===== config.mk =====
export PLATFORM = sky130hd
export DESIGN_NAME = alu_arbiter
export DESIGN_NICKNAME = d
export VERILOG_FILES = /design/src/rtl/alu_arbiter.sv
export SDC_FILE = /design/constraint.sdc
export NUM_CORES = 1
export LEC_CHECK = 0
export ABC_AREA = 1
export ABC_CLOCK_PERIOD_IN_PS = 1760
export BUFFER_PORTS_ARGS = -buffer_cell sky130_fd_sc_hd__buf_2
export CORE_AREA = 2 2 85 87
export DETAILED_ROUTE_END_ITERATION = 10
export DIE_AREA = 0 0 87 89
export GPL_ROUTABILITY_DRIVEN = 0
export GPL_TIMING_DRIVEN = 1
export PLACE_DENSITY = 0.72
export SETUP_SLACK_MARGIN = 0.1
export SYNTH_ARGS = -nofsm -noshare
export SYNTH_HDL_FRONTEND = slang
export SYNTH_SLANG_ARGS = --single-unit
export TNS_END_PERCENT = 10

===== constraint.sdc =====
create_clock -name clk -period 1.76 [get_ports clk]
set_clock_uncertainty 0.2 [all_clocks]
set_input_delay 0.088 -clock clk [delete_from_list [all_inputs] [get_ports clk]]
set_output_delay 0.088 -clock clk [all_outputs]
set_load 0.05 [all_outputs]

===== src/rtl/alu_arbiter.sv =====
// Round-robin arbiter that shares one combinational ALU between two requesters.
// Each accepted request runs IDLE -> EXEC -> RESP and returns its result over a valid/ready handshake.
module alu_arbiter #(
    parameter int WIDTH = 16,
    parameter int SEL_W = 3
) (
    input  logic             clk,
    input  logic             reset,
    input  logic [1:0]       req_valid,
    output logic [1:0]       req_ready,
    input  logic [WIDTH-1:0] req_A0,
    input  logic [WIDTH-1:0] req_B0,
    input  logic [WIDTH-1:0] req_A1,
    input  logic [WIDTH-1:0] req_B1,
    input  logic [SEL_W-1:0] req_sel0,
    input  logic [SEL_W-1:0] req_sel1,
    output logic [WIDTH-1:0] A,
    output logic [WIDTH-1:0] B,
    output logic [SEL_W-1:0] ALU_Sel,
    input  logic [WIDTH-1:0] ALU_Out,
    output logic [1:0]       rsp_valid,
    input  logic [1:0]       rsp_ready,
    output logic [WIDTH-1:0] rsp_data,
    output logic             busy
);

    // state  | meaning
    // S_IDLE | waiting for a request; grant decoded from req_valid and r_prio
    // S_EXEC | operands driven to the ALU for one cycle, result captured at its end
    // S_RESP | result offered to r_owner until it takes it
    typedef enum logic [1:0] {
        S_IDLE = 2'd0,
        S_EXEC = 2'd1,
        S_RESP = 2'd2
    } state_t;

    state_t             r_state;
    state_t             w_state_nxt;
    logic               r_prio;
    logic               r_owner;
    logic [WIDTH-1:0]   r_a;
    logic [WIDTH-1:0]   r_b;
    logic [SEL_W-1:0]   r_sel;
    logic [WIDTH-1:0]   r_rsp_data;
    logic [1:0]         r_rsp_valid;
    logic               w_grant_valid;
    logic               w_grant;
    logic               w_rsp_done;

    always_comb begin
        w_grant_valid = 1'b0;
        w_grant       = 1'b0;
        if (r_state == S_IDLE) begin
            case (req_valid)
                2'b01:   begin w_grant_valid = 1'b1; w_grant = 1'b0;   end
                2'b10:   begin w_grant_valid = 1'b1; w_grant = 1'b1;   end
                2'b11:   begin w_grant_valid = 1'b1; w_grant = r_prio; end
                default: begin w_grant_valid = 1'b0; w_grant = 1'b0;   end
            endcase
        end
    end

    assign req_ready  = w_grant_valid ? (w_grant ? 2'b10 : 2'b01) : 2'b00;
    assign w_rsp_done = (r_state == S_RESP) && rsp_ready[r_owner];

    always_comb begin
        w_state_nxt = r_state;
        case (r_state)
            S_IDLE:  if (w_grant_valid) w_state_nxt = S_EXEC;
            S_EXEC:  w_state_nxt = S_RESP;
            S_RESP:  if (w_rsp_done) w_state_nxt = S_IDLE;
            default: w_state_nxt = S_IDLE;
        endcase
    end

    always_ff @(posedge clk) begin
        if (reset) r_state <= S_IDLE;
        else       r_state <= w_state_nxt;
    end

    // Operand registers only move on accept, so they hold through RESP and IDLE.
    always_ff @(posedge clk) begin
        if (reset) begin
            r_prio      <= 1'b0;
            r_owner     <= 1'b0;
            r_a         <= '0;
            r_b         <= '0;
            r_sel       <= '0;
            r_rsp_data  <= '0;
            r_rsp_valid <= 2'b00;
        end else begin
            if (w_grant_valid) begin
                r_a     <= w_grant ? req_A1   : req_A0;
                r_b     <= w_grant ? req_B1   : req_B0;
                r_sel   <= w_grant ? req_sel1 : req_sel0;
                r_owner <= w_grant;
                r_prio  <= ~w_grant;
            end
            if (r_state == S_EXEC) begin
                r_rsp_data  <= ALU_Out;
                r_rsp_valid <= r_owner ? 2'b10 : 2'b01;
            end
            if (w_rsp_done) r_rsp_valid <= 2'b00;
        end
    end

    assign A         = r_a;
    assign B         = r_b;
    assign ALU_Sel   = r_sel;
    assign rsp_data  = r_rsp_data;
    assign rsp_valid = r_rsp_valid;
    assign busy      = (r_state != S_IDLE);

endmodule


* Word level (Yosys, flattened, before mapping)
Cells that the tools add are included.
** Storage, ports and cells
- Bits in registers :: 57
- Input port bits :: 92
- Word-level logic and storage cells :: 38
- Output and inout port bits :: 56
** Cells by class
- Equality and inequality tests :: 7
- $lt $le $gt $ge :: 1
- Bitwise gates (word level) :: 1
- Reductions and logical operators :: 6
- Muxes and demuxes :: 15
** Operator list (count)
- 16-bit 2-to-1 mux :: 2
- 2-bit 2-to-1 mux :: 5
- 2-bit equality test, second input constant :: 3
- 2-bit one-hot mux with 3 select lines :: 1
- 1-bit 2-to-1 mux :: 5
- 2-bit by 1-bit equality test with 1-bit output, second input constant :: 2
- 2-bit inequality test, second input constant :: 2
- 3-bit 2-to-1 mux :: 1
- 3-bit OR reduction :: 1
- 2-bit logical NOT :: 1
- 1-bit by 2-bit less-than comparator with 1-bit output, second input constant :: 1
- 1-bit one-hot mux with 2 select lines :: 1
- 2-bit AND reduction :: 1
- 2-bit nonzero test :: 1
- 2-bit OR reduction :: 1
- 1-bit logical AND :: 1
- 1-bit inverter :: 1

* Depth between registers and ports, before layout
- Word-level depth :: 6
- Gate-level depth with buffers :: 8
- Depth with buffers taken out :: 7

* Worst setup path before layout
OpenSTA, ideal clock, no wires.
- Path kind :: register -> output
- Start :: reg r_state[1]
- End :: out req_ready[1]
- Data required time :: 1.472 ns
- Arrival time :: 1.203 ns
- Stages on the path, launching flop included :: 6
- Buffers on the path :: 2
- Slack :: 0.269 ns
- Path through :: dfxtp_1 -> nor2_4 -> buf_6 -> buf_6 -> nand3_1 -> inv_1
** On the way
- Word-level cells in the longest chain between the ends :: 4
- Elaborated cells on any way between the ends :: 5
- Those cells by class :: 4 x mux; 1 x reduce/logical
** RTL lines
- start: declaration :: line 37 : state_t r_state;
- start signal: assignment :: line 78 : else r_state <= w_state_nxt;
- 2-bit logical NOT * :: line 53 : if (r_state == S_IDLE) begin
- 1-bit 2-to-1 mux :: line 53
- 2-bit 2-to-1 mux :: line 63 : assign req_ready = w_grant_valid ? (w_grant ? 2'b10 : 2'b01) : 2'b00;
- 2-bit 2-to-1 mux * :: line 63
- end: declaration :: line 10 : output logic [1:0] req_ready,
Every way passes the cells marked *; elsewhere a longest branch is shown, timed or not.

* Worst setup path in the final report
- Start :: reg r_state[1]
- End :: reg r_b[4] (netlist: B[4])
** On the way
- Word-level cells in the longest chain between the ends :: 3
- Elaborated cells on any way between the ends :: 4
- Those cells by class :: 3 x mux; 1 x reduce/logical
** RTL lines
- 2-bit logical NOT * :: line 53
- 1-bit 2-to-1 mux :: line 53
- 16-bit 2-to-1 mux :: line 94 : r_b <= w_grant ? req_B1 : req_B0;
- end signal: assignment :: line 94
- end: declaration :: line 42 : logic [WIDTH-1:0] r_b;
Marks and branches as above.
A chain may end at the register's enable or synchronous reset.

==> qor.csv <==
stage;metric;value;unit
timing;worst rel slew slack;0.703;
worst_setup_path;Setup Crit Path Kind;reg2reg;
timing;Peak Freq;0.611;GHz
timing;setup_tns;0;ns
pwr;Lkg Pwr;2.63;nW
min_path;Hold Path Depth;4;
floorplanning;Core ar.;6720;sq um
pwr;Max rail drop VDD;0.519;mV
job;maxcap violations;0;
finish;commonest non-fill, non-tap cell in the layout;buf_2;
synth;largest cells by area after synthesis;dfxtp_1 (43%), nor2_1 (19%), nand2_1 (11%);
synth;Synth Area in Adders;0;
synth;Synth Area in Compound Gates;0.0463;
timing;final setup margin;0.122;ns
grt;first-pass GRT wire length;15000;um
worst_setup_path;Worst EP required;1.77;ns
floorplanning;# IOs;148;
synth;Mapped Avg Cell Area;6.58;sq um
detailed_routing;Routed Antenna Nets;0;
synth;Yosys cell types;19;
cts;clock slew at reported path FFs;0.07;ns
timing;Final min period;1.64;ns
finish;Area Growth Syn to Fin;81.0;%
detailed_routing;Initial DRC Count;207;
detailed_routing;# DRC;0;
timing;Tcrit/Tclk final;0.931;
detailed_routing;via count;3568;
detailed_routing;drt first pass iters;5;
synth;Synth Area in XOR/XNOR;0;
finish;Final Cell Area;4850;sq um
min_path;Min-Delay Path Class;in2reg;
grt;vias in the first global route;3410;
cts;# H-tree levels;3;
synth;Cell Area, Synth;2680;sq um
cts;Sink Count;57;
cts;Clock Path Buffers;2;
floorplanning;die area;7740;sq um
timing;RSZ-0062 raised after global routing;yes;
grt;GRT overflow;0;
synth;post-synthesis mux area share;0;
synth;syn nets;499;
pwr;total power;4.39;mW
grt;gr usage total;0.249;
placement;area post-placement;3450;sq um
outcome;status;finished, final reports clean;
finish;n_diodes;0;
worst_setup_path;critical-path maximum fanout;8;
placement;Setup WS pre-CTS;0.183;ns
synth;Yosys Warn Count;0;
synth;area share of the largest cell type after synthesis;0.426;
grt;initial antenna violation count;0;
worst_setup_path;worst-path cell chain;nor2_4, buf_12, buf_8, o21ai_4, clkbuf_16, nand2_2, nand2_1, nor2_1, nor2_1;
timing;setup violation total in the final timing report;0;
floorplanning;Initial Util;0.399;
synth;Seq cells post-synth;57;
worst_setup_path;most frequent CP cell;nor2_1;
synth;main combinational cell family by area after synthesis;simple AND/OR/NAND/NOR gates;
cts;clock root buffer master;clkbuf_8;
finish;ratio of cells with drive above 1 in the final layout;0.321;
worst_setup_path;Reg2Reg Depth;9;
synth;Seq/Total Area, Yosys;0.426;
pwr;Pwr per Cell Area;906;nW/um^2
detailed_routing;routed len/inst;14.2;um
worst_setup_path;CP endpoint kind;register;
worst_setup_path;CP max-delay cell;dfxtp_4;
floorplanning;Die Height;89;um
finish;most frequent cells in the layout;buf_2 (145), nor2_1 (137), dlygate4sd3_1 (89), nand2_1 (67), dfxtp_1 (55);
cts;clock latency at the later pin of the worst-skew pair;0.33;ns
detailed_routing;final WL;10600;um
timing;worst slew pin tran;0.444;ns
cts;TritonCTS clock tree;built;
synth;Syn Inst Count;407;
floorplanning;# rows;30;
worst_setup_path;Largest stage delay, worst path;0.35;ns
synth;area leader, netlist;dfxtp_1;
grt;largest net degree at the start of global routing;36;
cts;CTS Buf Count;9;
floorplanning;chip width;87;um
worst_setup_path;arrival time worst endpoint;1.65;ns
timing;Final Hold Viols;0;
placement;IO buf count;147;
worst_setup_path;crit path launch type;register;
synth;area share of and/or/nand/nor cells after synthesis;0.408;
detailed_routing;vias per inst;4.80;
placement;Detail Placement HPWL;5380;um
finish;nets@finish;750;
timing;Max Slew Vio Count;0;
## metal layers
| metal | track usage | vias to the layer above | routed length, um |
|---|---|---|---|
| met4 | 0.148 | 0 | 286 |
| met5 | 0 | - | 0 |
| met3 | 0.0452 | 28 | 639 |
| met1 | 0.257 | 1612 | 4050 |
| li1 | - | 1768 | - |
| met2 | 0.467 | 160 | 5580 |
## final timing paths
check / from / to / slack, ns
setup / recovery: r_state[1] / B[4] / 0.12
hold / removal: req_valid[0] / r_owner / 0.02
setup reg to reg: r_state[1] / B[4] / 0.12
hold reg to reg: rsp_valid[1] / rsp_valid[1] / 0.27
## critical path, delay by kind of cell, from the launching register on
kind / cells / cell delay (ns)
and+or+nand+nor: 5 / 0.44
buffers and inverters: 3 / 0.42
DFF: 1 / 0.35
AOI/OAI and AO/OA: 1 / 0.12
## cells by family (layout without fill, tap and decap cells)
group / after synthesis / count (layout)
AND/OR/NAND/NOR: 258 / 258
AO/OA/AOI/OAI: 24 / 24
buffers and inverters: 68 / 324
flip-flops: 57 / 57
## synthesized netlist by cell type
cell,instances
clkbuf_1,7
nand2_1,77
buf_2,7
buf_4,3
nand2_2,1
dfxtp_1,57
a21oi_1,4
inv_1,42
inv_2,1
nor2_4,2
nand3_4,1
buf_1,2
nand4_1,35
o21ai_2,1
nor2_1,139
or2_2,1
buf_6,6
nand3_1,2
o21ai_0,19
## registers in the layout (all words and copies together) (netlist names)
register	flops
r_owner	1
ALU_Sel	3
r_prio	1
rsp_valid	2
rsp_data	16
r_state	2
B	16
A	16
## report_power, final
part           switching [mW]  internal (mW)
Combinational            1.02          0.616
Sequential             0.0754           1.42
Clock                   0.524          0.732
Total                    1.62           2.77
## stage by stage
| stage | hold slack (ns) | cells | utilization |
|---|---|---|---|
| after floorplan | 0.0229 | 407 | - |
| after global placement | 0.108 | 619 | 0.514 |
| after detailed placement | 0.116 | 619 | 0.514 |
| after CTS | 0.0234 | 730 | 0.689 |
| after global routing | 0.0473 | 743 | 0.721 |
| final | 0.0249 | 743 | 0.721 |
## cell type report
type / instances / area [sq um]
fill: 494 / 1870
sequential: 57 / 1150
multi-input combinational: 282 / 1260
clock inverter: 4 / 51.3
clock buffer: 12 / 155
timing repair buffer: 265 / 1970
inverter: 43 / 161
tap: 80 / 100
## repair_timing
action | in CTS | in global routing
gates cloned | 0 | 6
resized for setup | 6 | 19
endpoints found under the setup margin | 3 | 35
pin swaps | 2 | 19
hold endpoints to repair | 52 | 0
setup buffers | 6 | 7
hold buffers | 89 | 0
Power figures use the tool's default switching activity.
